[config.mk]
export PLATFORM = sky130hd
export DESIGN_NAME = uart_tx
export DESIGN_NICKNAME = d
export VERILOG_FILES = /design/src/rtl/uart_pkg.sv /design/src/rtl/uart_baud_cnt.sv /design/src/rtl/uart_tx.sv
export SDC_FILE = /design/constraint.sdc
export NUM_CORES = 1
export LEC_CHECK = 0
export BUFFER_PORTS_ARGS = -buffer_cell sky130_fd_sc_hd__buf_2
export CAP_MARGIN = 15
export CELL_PAD_IN_SITES_DETAIL_PLACEMENT = 1
export CELL_PAD_IN_SITES_GLOBAL_PLACEMENT = 1
export CORE_UTILIZATION = 41
export DETAILED_ROUTE_END_ITERATION = 12
export PLACE_DENSITY = 0.84
export SKIP_LAST_GASP = 1
export SLEW_MARGIN = 20
export SYNTH_ARGS = -nofsm -noshare
export SYNTH_HDL_FRONTEND = slang
export SYNTH_SLANG_ARGS = --single-unit
[constraint.sdc]
create_clock -name clk -period 2.26 [get_ports clk]
set_clock_uncertainty 0.15 [all_clocks]
set_input_delay 0.565 -clock clk [delete_from_list [all_inputs] [get_ports clk]]
set_output_delay 0.565 -clock clk [all_outputs]
set_load 0.02 [all_outputs]
[src/rtl/uart_pkg.sv]
// Shared UART definitions: transmitter FSM encoding and status-byte bit positions
// used by both the transmitter and the receiver.
package uart_pkg;

  typedef enum logic [1:0] {
    TX_IDLE  = 2'd0,
    TX_START = 2'd1,
    TX_DATA  = 2'd2,
    TX_STOP  = 2'd3
  } tx_state_e;

  localparam int TX_BUSY_BIT = 3;
  localparam int RX_DATA_BIT = 2;

  // Pass ctrl through, replacing the transmitter busy bit.
  function automatic logic [7:0] tx_status_byte(input logic [7:0] ctrl, input logic busy);
    logic [7:0] res;
    res = ctrl;
    res[TX_BUSY_BIT] = busy;
    return res;
  endfunction

endpackage

[src/rtl/uart_baud_cnt.sv]
// Bit-time divider: counts CLKS_PER_BIT cycles while enabled and emits a one-cycle
// bit_done pulse on the last cycle of each bit, restarting from zero.
module uart_baud_cnt #(
  parameter int unsigned CLKS_PER_BIT = 1
) (
  input  logic clk,
  input  logic rst,
  input  logic enable,
  output logic bit_done
);

  localparam logic [15:0] LAST = 16'(CLKS_PER_BIT - 32'd1);

  logic [15:0] cnt_r;

  assign bit_done = enable && (cnt_r == LAST);

  // Counter idles at zero and reloads at every bit boundary.
  always_ff @(posedge clk or posedge rst) begin
    if (rst) begin
      cnt_r <= 16'd0;
    end else if (!enable || bit_done) begin
      cnt_r <= 16'd0;
    end else begin
      cnt_r <= cnt_r + 16'd1;
    end
  end

endmodule

[src/rtl/uart_tx.sv]
// UART transmitter: one-entry holding register in front of a start/8N/stop shifter.
// Note: resetn is asynchronous and active-high despite its name.
module uart_tx
  import uart_pkg::*;
#(
  parameter int unsigned CLKS_PER_BIT = 1,
  parameter int unsigned STOP_BITS    = 1
) (
  input  logic       clk,
  input  logic       resetn,
  input  logic [7:0] data,
  input  logic       valid,
  output logic       ready,
  input  logic [7:0] ctrl,
  output logic [7:0] state,
  output logic       pin
);

  localparam logic STOP_LAST = (STOP_BITS == 32'd2) ? 1'b1 : 1'b0;

  tx_state_e  fsm_r, fsm_s;
  logic [7:0] hold_r, shift_r, shift_s;
  logic       hold_full_r, hold_full_s;
  logic [2:0] idx_r, idx_s;
  logic       stop_cnt_r, stop_cnt_s;
  logic       pin_r, pin_s;
  logic       bit_done_s, accept_s, load_s, tx_busy_s;

  uart_baud_cnt #(.CLKS_PER_BIT(CLKS_PER_BIT)) u_baud (
    .clk      (clk),
    .rst      (resetn),
    .enable   (fsm_r != TX_IDLE),
    .bit_done (bit_done_s)
  );

  assign accept_s  = valid && !hold_full_r;
  assign ready     = !hold_full_r;
  assign tx_busy_s = (fsm_r != TX_IDLE) || hold_full_r;
  assign state     = tx_status_byte(ctrl, tx_busy_s);
  assign pin       = pin_r;

  // Next-state logic; pin_s is the line level for the next cycle so pin stays a flop.
  always_comb begin
    fsm_s      = fsm_r;
    shift_s    = shift_r;
    idx_s      = idx_r;
    stop_cnt_s = stop_cnt_r;
    pin_s      = pin_r;
    load_s     = 1'b0;
    case (fsm_r)
      TX_IDLE: begin
        if (hold_full_r) begin
          load_s  = 1'b1;
          shift_s = hold_r;
          fsm_s   = TX_START;
          pin_s   = 1'b0;
        end else begin
          fsm_s = TX_IDLE;
          pin_s = 1'b1;
        end
      end
      TX_START: begin
        if (bit_done_s) begin
          fsm_s = TX_DATA;
          idx_s = 3'd0;
          pin_s = shift_r[0];
        end else begin
          pin_s = 1'b0;
        end
      end
      TX_DATA: begin
        if (bit_done_s) begin
          if (idx_r == 3'd7) begin
            fsm_s      = TX_STOP;
            stop_cnt_s = 1'b0;
            pin_s      = 1'b1;
          end else begin
            idx_s = idx_r + 3'd1;
            pin_s = shift_r[idx_r + 3'd1];
          end
        end else begin
          pin_s = shift_r[idx_r];
        end
      end
      TX_STOP: begin
        if (bit_done_s) begin
          if (stop_cnt_r == STOP_LAST) begin
            // A waiting byte starts immediately, with no idle gap.
            if (hold_full_r) begin
              load_s  = 1'b1;
              shift_s = hold_r;
              fsm_s   = TX_START;
              pin_s   = 1'b0;
            end else begin
              fsm_s = TX_IDLE;
              pin_s = 1'b1;
            end
          end else begin
            stop_cnt_s = stop_cnt_r + 1'b1;
            pin_s      = 1'b1;
          end
        end else begin
          pin_s = 1'b1;
        end
      end
      default: begin
        fsm_s = TX_IDLE;
        pin_s = 1'b1;
      end
    endcase

    if (accept_s) begin
      hold_full_s = 1'b1;
    end else if (load_s) begin
      hold_full_s = 1'b0;
    end else begin
      hold_full_s = hold_full_r;
    end
  end

  // State, datapath and line registers.
  always_ff @(posedge clk or posedge resetn) begin
    if (resetn) begin
      fsm_r       <= TX_IDLE;
      hold_r      <= 8'd0;
      hold_full_r <= 1'b0;
      shift_r     <= 8'd0;
      idx_r       <= 3'd0;
      stop_cnt_r  <= 1'b0;
      pin_r       <= 1'b1;
    end else begin
      fsm_r       <= fsm_s;
      hold_r      <= accept_s ? data : hold_r;
      hold_full_r <= hold_full_s;
      shift_r     <= shift_s;
      idx_r       <= idx_s;
      stop_cnt_r  <= stop_cnt_s;
      pin_r       <= pin_s;
    end
  end

endmodule

==> flow_summary.ini <==
[clocking]
clkSinkCount = 39
cts_buffers = 5
clk_pin_slew_ps = 80
cts-root-buf = clkbuf_8
ctsHoldBuffers = 0
cts.path.max_buffers = 2
h-tree-depth = 2
clock_latency_ps = 290
cts_tree = done

[worst_setup_path]
path_max_fanout = 8
path_class = register to register
cp-end-kind = register
reg2regPathDepth = 7
regToRegEndpoint = shift_r[2]$_DFFE_PP0P_
cp-start-kind = register
arrival_ps = 2240
r2r_start = u_baud.cnt_r[0]$_DFF_PP0_
r2r_setup_slack_ps = 50
required_ps = 2290

[floorplanning]
die_area_sq_mm = 0.005508
start_util_pct = 43.82
placementRows = 25
core-area_sq_mm = 0.004880
pin_count = 29
die_x_um = 74.22
fp.dieH_um = 74.22

[timing]
period_share_pct = 97.82
setup_tns_ps = 0
hold_violations = 0
slew_viol_final = 0
worstMarginPinSlew_ps = 490.0
setup_violations = 0
timing.slew.headroom_pct = 67.33
fmax_mhz = 452.4
period_minus_slack_ps = 2211
rsz0062_at_grt = true

[synth]
synthCells = 189
synth_ff_type = dfrtp_1
synth_cell_types = 38
synth_area_sq_mm = 0.002138
netlist_top_cells_area = dfrtp_1 (44%), mux2_4 (5.6%), ha_1 (5.3%)
ys_seq_elements = 39
synth-async-reset-ratio_pct = 100.0
yosys_warnings = 0
synth_nets = 217
avgSynthCellArea_sq_um = 11.31
seq_area_frac_synth_pct = 45.70
yosys.area.top_type = dfrtp_1
synth-edff-count = 0
yosysTopAreaCellShare_pct = 44.47

[power]
power.total_uw = 2942
peakVddDrop_mv = 0.6783
leakage_uw = 0.001178
pwr_density_cell_mw_per_mm2 = 1180

[placement]
portBuffers = 13
dp_cells = 276
dp_hpwl_mm = 3.535
routabilityCongestion = 0.7594
placed_area_sq_mm = 0.002362

[layout]
diodes = 0
seq_area_sq_um = 977.2
n_fill_cell = 564
multi_input_area_sq_mm = 0.001067
design_area_sq_mm = 0.002492
drive_above_1_share_pct = 33.79
areaGrowthSynthToFinish_pct = 16.56
nets = 246
utilization_pct = 51.08
finalNonFillerCells = 286

[routing]
postRouteWirelength_mm = 4.987
drc = 0
wl_per_cell_um = 17.44
drtPass1Iterations = 4
vias = 1500
via_per_inst = 5.245
drt_iter0_markers = 39
final_antenna_net_count = 0

[run_status]
status = finished clean

[grt]
grt_max_degree = 40
grt_pass1_vias = 1589
grt_overflow = 0
antenna_found_initial = 0
grt_pass1_wl_mm = 8.155
grtUsageTotal_pct = 20.32

[hold_path]
worstHoldPathType = input pin to async pin

[flow_run]
maxCapViolCount = 0
==> area by class of cell <==
cell class                      instances  share of cell area (%)
Sequential cell                        39                   39.21
Multi-Input combinational cell        127                   42.82
Timing Repair Buffer                   38                   10.14
Clock buffer                            6                   2.912
Clock inverter                          2                  0.5020
Inverter                                7                   1.054
Tap cell                               67                   3.363
==> worst max-delay path: stages (launching register included) <==
cell and delay, ps:
dfrtp_1 390, inv_1 70, ha_1 150, nor3b_2 190
nand4_1 150, or2_4 270, a211o_4 410, mux2_4 330
==> sequential cells by signal, summed over array words and instances (netlist names) <==
register,cells
u_baud.cnt_r,16
hold_r,8
shift_r,8
idx_r,3
fsm_r,2
hold_full_r,1
pin,1
==> per-layer routing <==
| metal | track usage, % | share of wire, % | wire [um] | up-vias |
|---|---|---|---|---|
| met1 | 26.03 | 43 | 2162 | 753 |
| met5 | 0 | 0 | 0 | - |
| met4 | 10.06 | 1.9 | 97 | 0 |
| met3 | 3.659 | 3.2 | 161 | 11 |
| met2 | 33.33 | 51 | 2564 | 29 |
| li1 | - | - | - | 707 |
==> what timing repair did <==
item,4_1_cts,5_1_grt
endpoints found under the setup margin,9,10
gates resized for setup,4,1
buffers inserted,0,2
pin swaps,0,1
==> cells in the mapped netlist, types with 3 or more instances <==
cell / n
a22o_1: 3
buf_4: 8
clkbuf_1: 7
dfrtp_1: 38
ha_1: 9
inv_1: 7
mux2_2: 10
mux2_4: 8
mux2i_1: 7
nand2_1: 9
nand3_1: 6
nand4_1: 6
nor2_1: 22
o21ai_0: 5
xor2_1: 12
==> worst max-delay path by stage <==
stage               slack (ps)  depth (start not counted)                      start                     end
floorplan                   50                          8  u_baud.cnt_r[0]$_DFF_PP0_  shift_r[0]$_DFFE_PP0P_
global placement           -30                          7  u_baud.cnt_r[0]$_DFF_PP0_  shift_r[6]$_DFFE_PP0P_
detailed placement        -150                          7  u_baud.cnt_r[0]$_DFF_PP0_  shift_r[2]$_DFFE_PP0P_
CTS                         30                          7  u_baud.cnt_r[0]$_DFF_PP0_  shift_r[2]$_DFFE_PP0P_
global route                -9                          7  u_baud.cnt_r[0]$_DFF_PP0_  shift_r[2]$_DFFE_PP0P_
finish                      50                          7  u_baud.cnt_r[0]$_DFF_PP0_  shift_r[2]$_DFFE_PP0P_
==> cells by family (layout without fill, tap and decap cells) <==
kind of cell	Yosys count	in the layout	synth area share [%]
AND/OR/NAND/NOR	61	61	15.92
multiplexers	27	27	16.27
AO/OA/AOI/OAI	16	16	5.325
buffers and inverters	23	53	5.793
adder cells (fa/ha/maj)	9	9	5.266
flip-flops	39	39	45.70
XOR/XNOR	14	14	5.734
==> where the power goes <==
part | switching, uW | internal [uW]
Clock | 247 | 216
Combinational | 614 | 766
Sequential | 179 | 921
Total | 1040 | 1900
==> placed cells by master (no fill, tap or decap), types with 7 or more instances in the layout <==
cell / n
mux2i_1: 7
mux2_2: 10
xor2_1: 12
nand2_1: 9
nor2_1: 22
mux2_4: 8
buf_2: 13
buf_4: 25
dfrtp_1: 38
inv_1: 7
ha_1: 9
==> per-stage QoR <==
stage / worst slack, ps / hold slack [ps]
6_report: 49.35 / 226.6
3_3_place_gp: -34.42 / 337.6
2_1_floorplan: 48.95 / 327.9
4_1_cts: 27.90 / 243.7
3_5_place_dp: -151.8 / 346.6
5_1_grt: -8.929 / 271.7
Note: power is estimated with default switching activity, not from simulation.
